## src/rtl/eggtimer_pkg.sv

```systemverilog
// Shared types and constants for the egg timer control slice.
// State encodings and BCD digit limits.
package eggtimer_pkg;

    typedef enum logic [1:0] {
        ST_IDLE  = 2'd0,
        ST_RUN   = 2'd1,
        ST_PAUSE = 2'd2,
        ST_ALARM = 2'd3
    } state_t;

    localparam logic [3:0] BCD_TENS_MAX = 4'd5;
    localparam logic [3:0] BCD_ONES_MAX = 4'd9;

endpackage

```

## src/rtl/bcd60_inc.sv

```systemverilog
// Two-digit BCD increment, 59 wraps to 00.
// Purely combinational; used for the minutes and seconds setpoint.
module bcd60_inc
    import eggtimer_pkg::*;
(
    input  logic [3:0] tens,
    input  logic [3:0] ones,
    output logic [3:0] tens_nxt,
    output logic [3:0] ones_nxt
);

    always_comb begin
        tens_nxt = tens;
        ones_nxt = ones + 4'd1;
        if (ones >= BCD_ONES_MAX) begin
            ones_nxt = 4'd0;
            if (tens >= BCD_TENS_MAX) begin
                tens_nxt = 4'd0;
            end else begin
                tens_nxt = tens + 4'd1;
            end
        end
    end

endmodule

```

## src/rtl/eggtimer_ctrl.sv

```systemverilog
// Run/pause/alarm sequencer for the egg timer.
// Owns the mm:ss setpoint and steers the divider and digit counters.
module eggtimer_ctrl
    import eggtimer_pkg::*;
#(
    parameter int ALARM_SECS = 10,
    parameter int ASW        = 4
) (
    input  logic       clk,
    input  logic       reset,
    input  logic       start_stop,
    input  logic       clear,
    input  logic       inc_min,
    input  logic       inc_sec,
    input  logic       tick_1s,
    input  logic       time_zero,
    output logic       load,
    output logic       count_en,
    output logic       div_clear,
    output logic       alarm,
    output logic       running,
    output logic [3:0] prog_min_t,
    output logic [3:0] prog_min_o,
    output logic [3:0] prog_sec_t,
    output logic [3:0] prog_sec_o
);

    state_t state_q;
    state_t state_d;

    logic [3:0] min_t_q;
    logic [3:0] min_o_q;
    logic [3:0] sec_t_q;
    logic [3:0] sec_o_q;
    logic [3:0] min_t_nxt;
    logic [3:0] min_o_nxt;
    logic [3:0] sec_t_nxt;
    logic [3:0] sec_o_nxt;

    logic [ASW-1:0] alarm_cnt_q;
    logic           div_clear_q;
    logic           setpt_zero;
    logic           alarm_done;
    logic           edit_en;

    assign setpt_zero = (min_t_q == 4'd0) && (min_o_q == 4'd0) &&
                        (sec_t_q == 4'd0) && (sec_o_q == 4'd0);

    assign alarm_done = tick_1s &&
                        (alarm_cnt_q == ASW'(ALARM_SECS - 1));

    // clear and start_stop both outrank setpoint edits
    assign edit_en = (state_q == ST_IDLE) && !clear && !start_stop;

    bcd60_inc u_min_inc (
        .tens     (min_t_q),
        .ones     (min_o_q),
        .tens_nxt (min_t_nxt),
        .ones_nxt (min_o_nxt)
    );

    bcd60_inc u_sec_inc (
        .tens     (sec_t_q),
        .ones     (sec_o_q),
        .tens_nxt (sec_t_nxt),
        .ones_nxt (sec_o_nxt)
    );

    always_ff @(posedge clk) begin
        if (reset) begin
            state_q <= ST_IDLE;
        end else begin
            state_q <= state_d;
        end
    end

    always_comb begin
        state_d = state_q;
        unique case (state_q)
            ST_IDLE: begin
                if (!clear && start_stop && !setpt_zero) begin
                    state_d = ST_RUN;
                end
            end
            ST_RUN: begin
                if (clear) begin
                    state_d = ST_IDLE;
                end else if (start_stop) begin
                    state_d = ST_PAUSE;
                end else if (time_zero) begin
                    state_d = ST_ALARM;
                end
            end
            ST_PAUSE: begin
                if (clear) begin
                    state_d = ST_IDLE;
                end else if (start_stop) begin
                    state_d = ST_RUN;
                end
            end
            ST_ALARM: begin
                if (clear || start_stop || alarm_done) begin
                    state_d = ST_IDLE;
                end
            end
            default: state_d = ST_IDLE;
        endcase
    end

    always_comb begin
        load     = 1'b0;
        count_en = 1'b0;
        alarm    = 1'b0;
        running  = 1'b0;
        unique case (state_q)
            ST_IDLE:  load = 1'b1;
            ST_RUN: begin
                running  = 1'b1;
                count_en = tick_1s;
            end
            ST_PAUSE: ;
            ST_ALARM: alarm = 1'b1;
            default:  load = 1'b1;
        endcase
    end

    // any entry into RUN restarts the divider so a fresh full second begins
    always_ff @(posedge clk) begin
        if (reset) begin
            div_clear_q <= 1'b0;
        end else begin
            div_clear_q <= (state_d == ST_RUN) && (state_q != ST_RUN);
        end
    end

    always_ff @(posedge clk) begin
        if (reset) begin
            alarm_cnt_q <= '0;
        end else if (state_q != ST_ALARM) begin
            alarm_cnt_q <= '0;
        end else if (tick_1s) begin
            alarm_cnt_q <= alarm_cnt_q + 1'b1;
        end
    end

    always_ff @(posedge clk) begin
        if (reset) begin
            min_t_q <= 4'd0;
            min_o_q <= 4'd0;
            sec_t_q <= 4'd0;
            sec_o_q <= 4'd0;
        end else if (edit_en) begin
            if (inc_min) begin
                min_t_q <= min_t_nxt;
                min_o_q <= min_o_nxt;
            end
            if (inc_sec) begin
                sec_t_q <= sec_t_nxt;
                sec_o_q <= sec_o_nxt;
            end
        end
    end

    assign div_clear  = div_clear_q;
    assign prog_min_t = min_t_q;
    assign prog_min_o = min_o_q;
    assign prog_sec_t = sec_t_q;
    assign prog_sec_o = sec_o_q;

endmodule
```

## config.mk

```make
export PLATFORM = sky130hd
export DESIGN_NAME = eggtimer_ctrl
export DESIGN_NICKNAME = d
export VERILOG_FILES = /design/src/rtl/eggtimer_pkg.sv /design/src/rtl/bcd60_inc.sv /design/src/rtl/eggtimer_ctrl.sv
export SDC_FILE = /design/constraint.sdc
export NUM_CORES = 1
export LEC_CHECK = 0
export BUFFER_PORTS_ARGS = -buffer_cell sky130_fd_sc_hd__buf_2
export CORE_MARGIN = 3
export CORE_UTILIZATION = 40
export CTS_CLUSTER_DIAMETER = 150
export DETAILED_ROUTE_END_ITERATION = 6
export GPL_ROUTABILITY_DRIVEN = 0
export HOLD_SLACK_MARGIN = 0.08
export PLACE_DENSITY_LB_ADDON = 0.1
export SETUP_SLACK_MARGIN = 0.2
export SYNTH_ARGS = -nofsm -noshare
export SYNTH_HDL_FRONTEND = slang
export SYNTH_HIERARCHICAL = 1
export SYNTH_SLANG_ARGS = --single-unit
```

## constraint.sdc

```tcl
create_clock -name clk -period 2.2 [get_ports clk]
set_input_delay 0.33 -clock clk [delete_from_list [all_inputs] [get_ports clk]]
set_output_delay 0.33 -clock clk [all_outputs]
set_load 0.01 [all_outputs]
```

After elaboration in Yosys (flattened, before gate mapping)
Cells that the tools add are included. Widths: inputs -> output; s select.

Add/subtract/negate cells: 5. $lt $le $gt $ge: 4. Equal/unequal tests: 7. Muxes and demuxes: 16. Reductions and logical operators: 24.

Operator list (count): $add 4x1->4 const B (5); $logic_not 4->1 (4); $mux 4 (4); $mux 2 (7); $logic_and 1x1->1 (9); $ge 4x3->1 const B (2); $ge 4x4->1 const B (2); $pmux 2 s4 (1); $reduce_and 3->1 (2); $eq 2x1->1 const B (2); $eq 2x2->1 const B (2); $eq 4x4->1 const B (1); $mux 1 (4); $reduce_and 2->1 (2); $logic_not 1->1 (3); $logic_not 2->1 (1); $logic_or 1x1->1 (2); $ne 2x1->1 const B (1); $ne 2x2->1 const B (1); $reduce_or 2->1 (1).

Bits in registers: 23. Input port bits: 8. Output and inout bits: 21. Word-level logic and storage cells: 63.

Longest topological paths before layout
Gate-level depths: netlist (run 1).

Depth after elaboration: 10. Mapped depth: 8. Depth with buffers taken out: 7.

Modules after synthesis
The synthesis (run 1) kept the hierarchy.

By module, submodules not included: eggtimer_ctrl (times used 1, cells an instance 100, area an instance 969.7 um2, seq. area each 460.4 um2); bcd60_inc (times used 2, cells an instance 33, area an instance 261.5 um2, seq. area each 0.0 um2).

Least setup slack after synthesis (run 1)
No wires, ideal clock.

Path type: register -> register. Start point: register sec_o_q[0], in the netlist prog_sec_o[0]. End point: register sec_t_q[3], in the netlist prog_sec_t[3]. Setup time: 0.124 ns. Arrival: 1.577 ns. Required time: 2.076 ns. Path slack: 0.499 ns. Stages on the path, launching flop included: 9. Buffers on the path: 1. Period minus slack after synthesis: 1.701 ns. Cell sequence: dfxtp_1 > inv_1 > ha_1 > nor3b_2 > nor2b_1 > buf_6 > mux2_4 > mux2i_1 > nor2_1.

Cells in the longest elaborated chain, start to end: 2.

RTL lines: from (decl) (line eggtimer_ctrl.sv:34) `logic [3:0] sec_o_q;`; from (signal assigned) (line eggtimer_ctrl.sv:159) `sec_o_q <= sec_o_nxt;`; $ge 4x4->1 (line bcd60_inc.sv:15) `if (ones >= BCD_ONES_MAX) begin`; $reduce_and 3->1 (no line); to (signal assigned) (line eggtimer_ctrl.sv:158) `sec_t_q <= sec_t_nxt;`; to (decl) (line eggtimer_ctrl.sv:33) `logic [3:0] sec_t_q;`.

Every way passes these cells. A chain may end at the register's enable or synchronous reset.

Worst setup path in the final report (run 1)
Start point: register sec_o_q[0], in the netlist prog_sec_o[0]. End point: register sec_t_q[1], in the netlist prog_sec_t[1].

The elaborated chain is that of the path after synthesis.

==> qor.yml, run 1 <==
area_delta_synth_final_pct: 14.8
maxCapViolCount: 0
vias: 1223
irDropWorstVdd_mv: 0.308
rrSetupSlack_ns: 0.41
die_w_um: 67.1
max_slew.worst_pin.slew_ns: 0.392
dp_hpwl_um: 2350
synth.lib_cells_used.distinct: 32
clkTransAtPathRegs_ns: 0.08
status: "completed"
hold_path.class: "in -> reg"
ant_nets: 0
cts-resized-gates: 0
multiInputGateArea_um2: 955
rsz0062_at_grt: "false"
grt_max_degree: 20
layout_common_cells: "nor2_1, buf_2, dfxtp_1"
setup_ws_ns: 0.407
cts_tree: "built"
dieArea_um2: 4500
hold_path_depth: 2
register_area_um2: 460
drt-total-wl_um: 3190
setup_tns_ns: 0
p_leak_uw: 0.000874
synthCells: 166
post-route-min-period_ns: 1.79
wl_per_cell_um: 13.2
period_share_pct: 81.5
finalClockSkew_ns: 0.00135
yosysTopAreaCellShare_pct: 30.8
die_height_um: 67.1
drc_errors: 0
port-buffer-count: 28
hold_buffers: 0
antenna_found_initial: 0
avgSynthCellArea_um2: 8.99
via_per_inst: 5.05
cts_setup_buffers: 0
pin_count: 29
clock_path_buffers: 2
grt_pass1_wl_um: 5410
grt_pass1_vias: 1180
pre_cts_ws_ns: 0.418
yosys-top-cells-area: "dfxtp_1, mux2i_1, ha_1"
slew_headroom_pct: 73.8
num_antenna_cells: 0
fmax_mhz: 558
setup.worst_path.end_class: "flop"
critPathKind: "reg -> reg"
synth_nets: 188
drive_gt1_share_pct: 21.9
ys_seq_area_share_pct: 30.8
track_usage_pct: 15.7
h-tree-depth: 1
grt-ovfl-total: 0
ys_warn_count: 6
critPathRequiredTime_ns: 2.40
hold_violations: 0
fillCellCount: 370
reg2reg_depth: 8
setup_viol: 0
final_max_slew_viol_count: 0
syn_area_um2: 1490
cp-start-kind: "flop"
core_um2: 3470
ys_ff_latch: 23
drt_first_iter_violations: 31
cts.sinks: 23
worstPathArrival_ns: 2.00
core.rowCount: 21
first_pass_iters: 4
path_max_fanout: 8
start_util_pct: 43.0
layout_commonest_cell: "nor2_1"
cellPowerDensity_nw_per_um2: 442
synth_area_leader_cell: "dfxtp_1"
clkLatencyLatePin_ns: 0.26
fin_nets: 219
root_buffer: "clkbuf_8"
cts_buffers: 3
==> path summary, 6_finish.rpt <==
kind,start,to
hold reg to reg,alarm_cnt_q[3],alarm_cnt_q[3]
setup reg to reg,prog_sec_o[0],prog_sec_t[1]
setup / recovery,prog_sec_o[0],prog_sec_t[1]
hold / removal,clear,state_q[1]
==> metal layers <==
layer	track usage [%]	share of wire [%]	routed length, um	vias up
met2	28.0	48	1540	22
met5	0	0	0	-
met1	19.2	47	1510	565
met3	2.70	3.7	119	2
met4	3.80	0.56	18	0
li1	-	-	-	634
==> worst max-delay path, cell delays in order, from the launching register on <==
cell and delay, ns:
dfxtp_1 0.49, inv_1 0.08, ha_1 0.20, nor3b_2 0.16, nor2b_1 0.19, buf_4 0.19, mux2i_1 0.24, mux2i_1 0.10
nor2_1 0.08
==> cells in the mapped netlist (all sizes together) <==
| library cell | n |
|---|---|
| mux2i | 20 |
| xor2 | 2 |
| xnor2 | 3 |
| mux2 | 2 |
| nor2 | 34 |
| nand2 | 4 |
| nand4 | 1 |
| dlygate4sd1 | 1 |
| nor4 | 6 |
| a21oi | 4 |
| nor4b | 2 |
| a31oi | 2 |
| inv | 11 |
| and2b | 1 |
| buf | 2 |
| nand2b | 6 |
| a211oi | 1 |
| dfxtp | 23 |
| nand4b | 2 |
| and4b | 1 |
| nor3 | 2 |
| and2 | 4 |
| ha | 14 |
| a211o | 7 |
| clkbuf | 1 |
| nor3b | 2 |
| nor2b | 3 |
| o21ai | 2 |
| nand3 | 3 |
==> where the power goes <==
| group | leakage, uW | switching (uW) | internal [uW] |
|---|---|---|---|
| sequential | 0.000186 | 6.42 | 419 |
| combinational | 0.000666 | 36.9 | 29.1 |
| clock | 0.0000228 | 137 | 129 |
==> sequential cells by signal, summed over array words and instances (netlist names) <==
| signal | count |
|---|---|
| alarm_cnt_q | 4 |
| div_clear | 1 |
| prog_min_o | 4 |
| prog_min_t | 4 |
| prog_sec_o | 4 |
| prog_sec_t | 4 |
| state_q | 2 |
==> cell families (layout without fill, tap and decap cells) <==
family	Yosys count	after routing	synth area share, %
AND/OR/NAND/NOR	71	71	26.4
flip-flops	23	23	30.8
multiplexers	22	22	15.4
AO/OA/AOI/OAI	16	16	7.46
buffers and inverters	15	45	5.20
adder cells (fa/ha/maj)	14	14	11.7
XOR/XNOR	5	5	2.93
==> cell type report <==
type	count	area share, %
inverter	11	2.41
tap	46	3.36
sequential	23	26.9
clock buffer	4	2.63
multi-input combinational	128	55.7
timing repair buffer	30	9.05
==> stage by stage <==
stage | std cells | area [um^2] | total power, uW | hold WS, ns | util [%]
final | 242 | 1710 | 758 | 0.284 | 49.4
after global routing | 242 | 1710 | 795 | 0.283 | 49.4
after CTS | 242 | 1710 | 763 | 0.276 | 49.4
after detailed placement | 238 | 1670 | 502 | 0.515 | 48.1
after global placement | 238 | 1670 | 500 | 0.497 | 48.1
after floorplan | 166 | 1490 | 479 | 0.409 | -
Power figures use the tool's default switching activity.
==> inputs of run 2 (changes only) <==
clock period = 1.6 ns   (was 2.2 ns; I/O delays follow)
==> qor.yml, run 2 (synthesized netlist as in run 1, its figures left out) <==
cts_buffers: 3
grt_max_degree: 20
h-tree-depth: 1
critPathRequiredTime_ns: 1.74
via_per_inst: 5.15
die_w_um: 67.1
rsz0062_at_grt: "true"
clkTransAtPathRegs_ns: 0.08
pin_count: 29
max_stage_delay_ns: 0.37
p_int_uw: 802
track_usage_pct: 15.3
irDropWorstVdd_mv: 0.279
wl_per_cell_um: 13.0
hold_buffers: 0
port-buffer-count: 28
fmax_mhz: 684
pre_cts_ws_ns: 0.0618
final_max_slew_viol_count: 0
setup_tns_ns: 0
clkLatencyLatePin_ns: 0.26
num_antenna_cells: 0
cellPowerDensity_nw_per_um2: 544
core_um2: 3470
post-route-min-period_ns: 1.46
drive_gt1_share_pct: 39.4
setup_ws_ns: 0.138
start_util_pct: 43.0
die_height_um: 67.1
p_leak_uw: 0.000967
pwr-share-seq_pct: 54.8
finalClockSkew_ns: 0.00438
clock_path_buffers: 2
setup_viol: 0
crit_chain: "inv_4 -> ha_2 -> nor3b_4 -> nor2b_2 -> mux2_4 -> mux2i_1 -> nor2_1"
layout_common_cells: "nor2_1, buf_2, mux2i_1"
dp_hpwl_um: 2390
vias: 1307
fillCellCount: 337
status: "completed"
area_delta_synth_final_pct: 29.1
p_sw_share_pct: 23.6
clkPwrFrac_pct: 34.0
ant_nets: 0
antenna_found_initial: 0
drt-total-wl_um: 3310
cts.sinks: 23
path_max_fanout: 3
slowest_stage: "dfxtp_4"
slew_headroom_pct: 73.9
first_pass_iters: 6
dieArea_um2: 4500
setup.worst_path.end_class: "flop"
cp-start-kind: "flop"
grt_pass1_vias: 1223
drc_errors: 0
core.rowCount: 21
cts_tree: "built"
grt_pass1_wl_um: 5380
layout_commonest_cell: "nor2_1"
maxCapViolCount: 0
hold_path.class: "in -> reg"
worstPathArrival_ns: 1.60
hold_violations: 0
grt-ovfl-total: 0
pwr-share-comb_pct: 11.2
drt_first_iter_violations: 33
fin_nets: 231
root_buffer: "clkbuf_8"
max_slew.worst_pin.slew_ns: 0.392
p_switching_uw: 247
period_share_pct: 91.4
critPathKind: "reg -> reg"
-- run 2: path summary, 6_finish.rpt --
kind                                       end           start  slack (ns)  cells past startpoint
worst max-delay path             prog_sec_t[3]   prog_sec_o[1]        0.14                      7
worst min-delay path                state_q[1]           clear        0.20                      2
worst max register to register   prog_sec_t[3]   prog_sec_o[1]        0.14                      7
worst min register to register  alarm_cnt_q[1]  alarm_cnt_q[1]        0.49                      2
-- run 2: worst max-delay path, delay by kind of cell (launching register included) --
| family | cells | cell delay [ns] |
|---|---|---|
| adder cells (fa/ha/maj) | 1 | 0.18 |
| multiplexers | 2 | 0.41 |
| buffers and inverters | 1 | 0.04 |
| flip-flops | 1 | 0.37 |
| AND/OR/NAND/NOR | 3 | 0.34 |
-- run 2: per-stage QoR --
| step | cell area (um^2) | total power (uW) | cells | hold WS (ns) | utilization (%) |
|---|---|---|---|---|---|
| finish | 1930 | 1050 | 254 | 0.204 | 55.6 |
| global route | 1930 | 1110 | 254 | 0.207 | 55.6 |
| CTS | 1860 | 1060 | 252 | 0.174 | 53.7 |
| detailed placement | 1740 | 692 | 242 | 0.466 | 50.1 |
| global placement | 1740 | 690 | 242 | 0.462 | 50.1 |
| floorplan | 1530 | 661 | 166 | 0.319 | - |
-- run 2: power groups by stage --
stage	Sequential, uW	Clock [uW]	Combinational, uW
after global placement	594	0	96.3
after global routing	575	400	130
after floorplan	594	0	66.3
after CTS	575	374	111
after detailed placement	594	0	97.9
final	574	357	118
-- run 2: repair_timing --
item                       CTS  global route
setup endpoints to repair   16            18
pin swaps                    3             6
resized for setup            8            12
setup buffers                6             2
hold endpoints to repair     0             0
-- run 2: cell type report --
class / instances / area, um^2 / area share (%)
clock buffers: 4 / 45.0 / 2.34
inverters: 11 / 46.3 / 2.40
multi-input cells: 128 / 1030 / 53.2
flip-flops and latches: 23 / 490 / 25.5
well taps: 46 / 57.6 / 2.99
repair buffers: 42 / 262 / 13.6
-- run 2: metal layers --
layer	track usage [%]	vias to the layer above	routed length, um
li1	-	658	-
met1	19.1	613	1510
met2	26.7	31	1620
met3	2.19	5	148
met4	4.56	0	29
met5	0	-	0
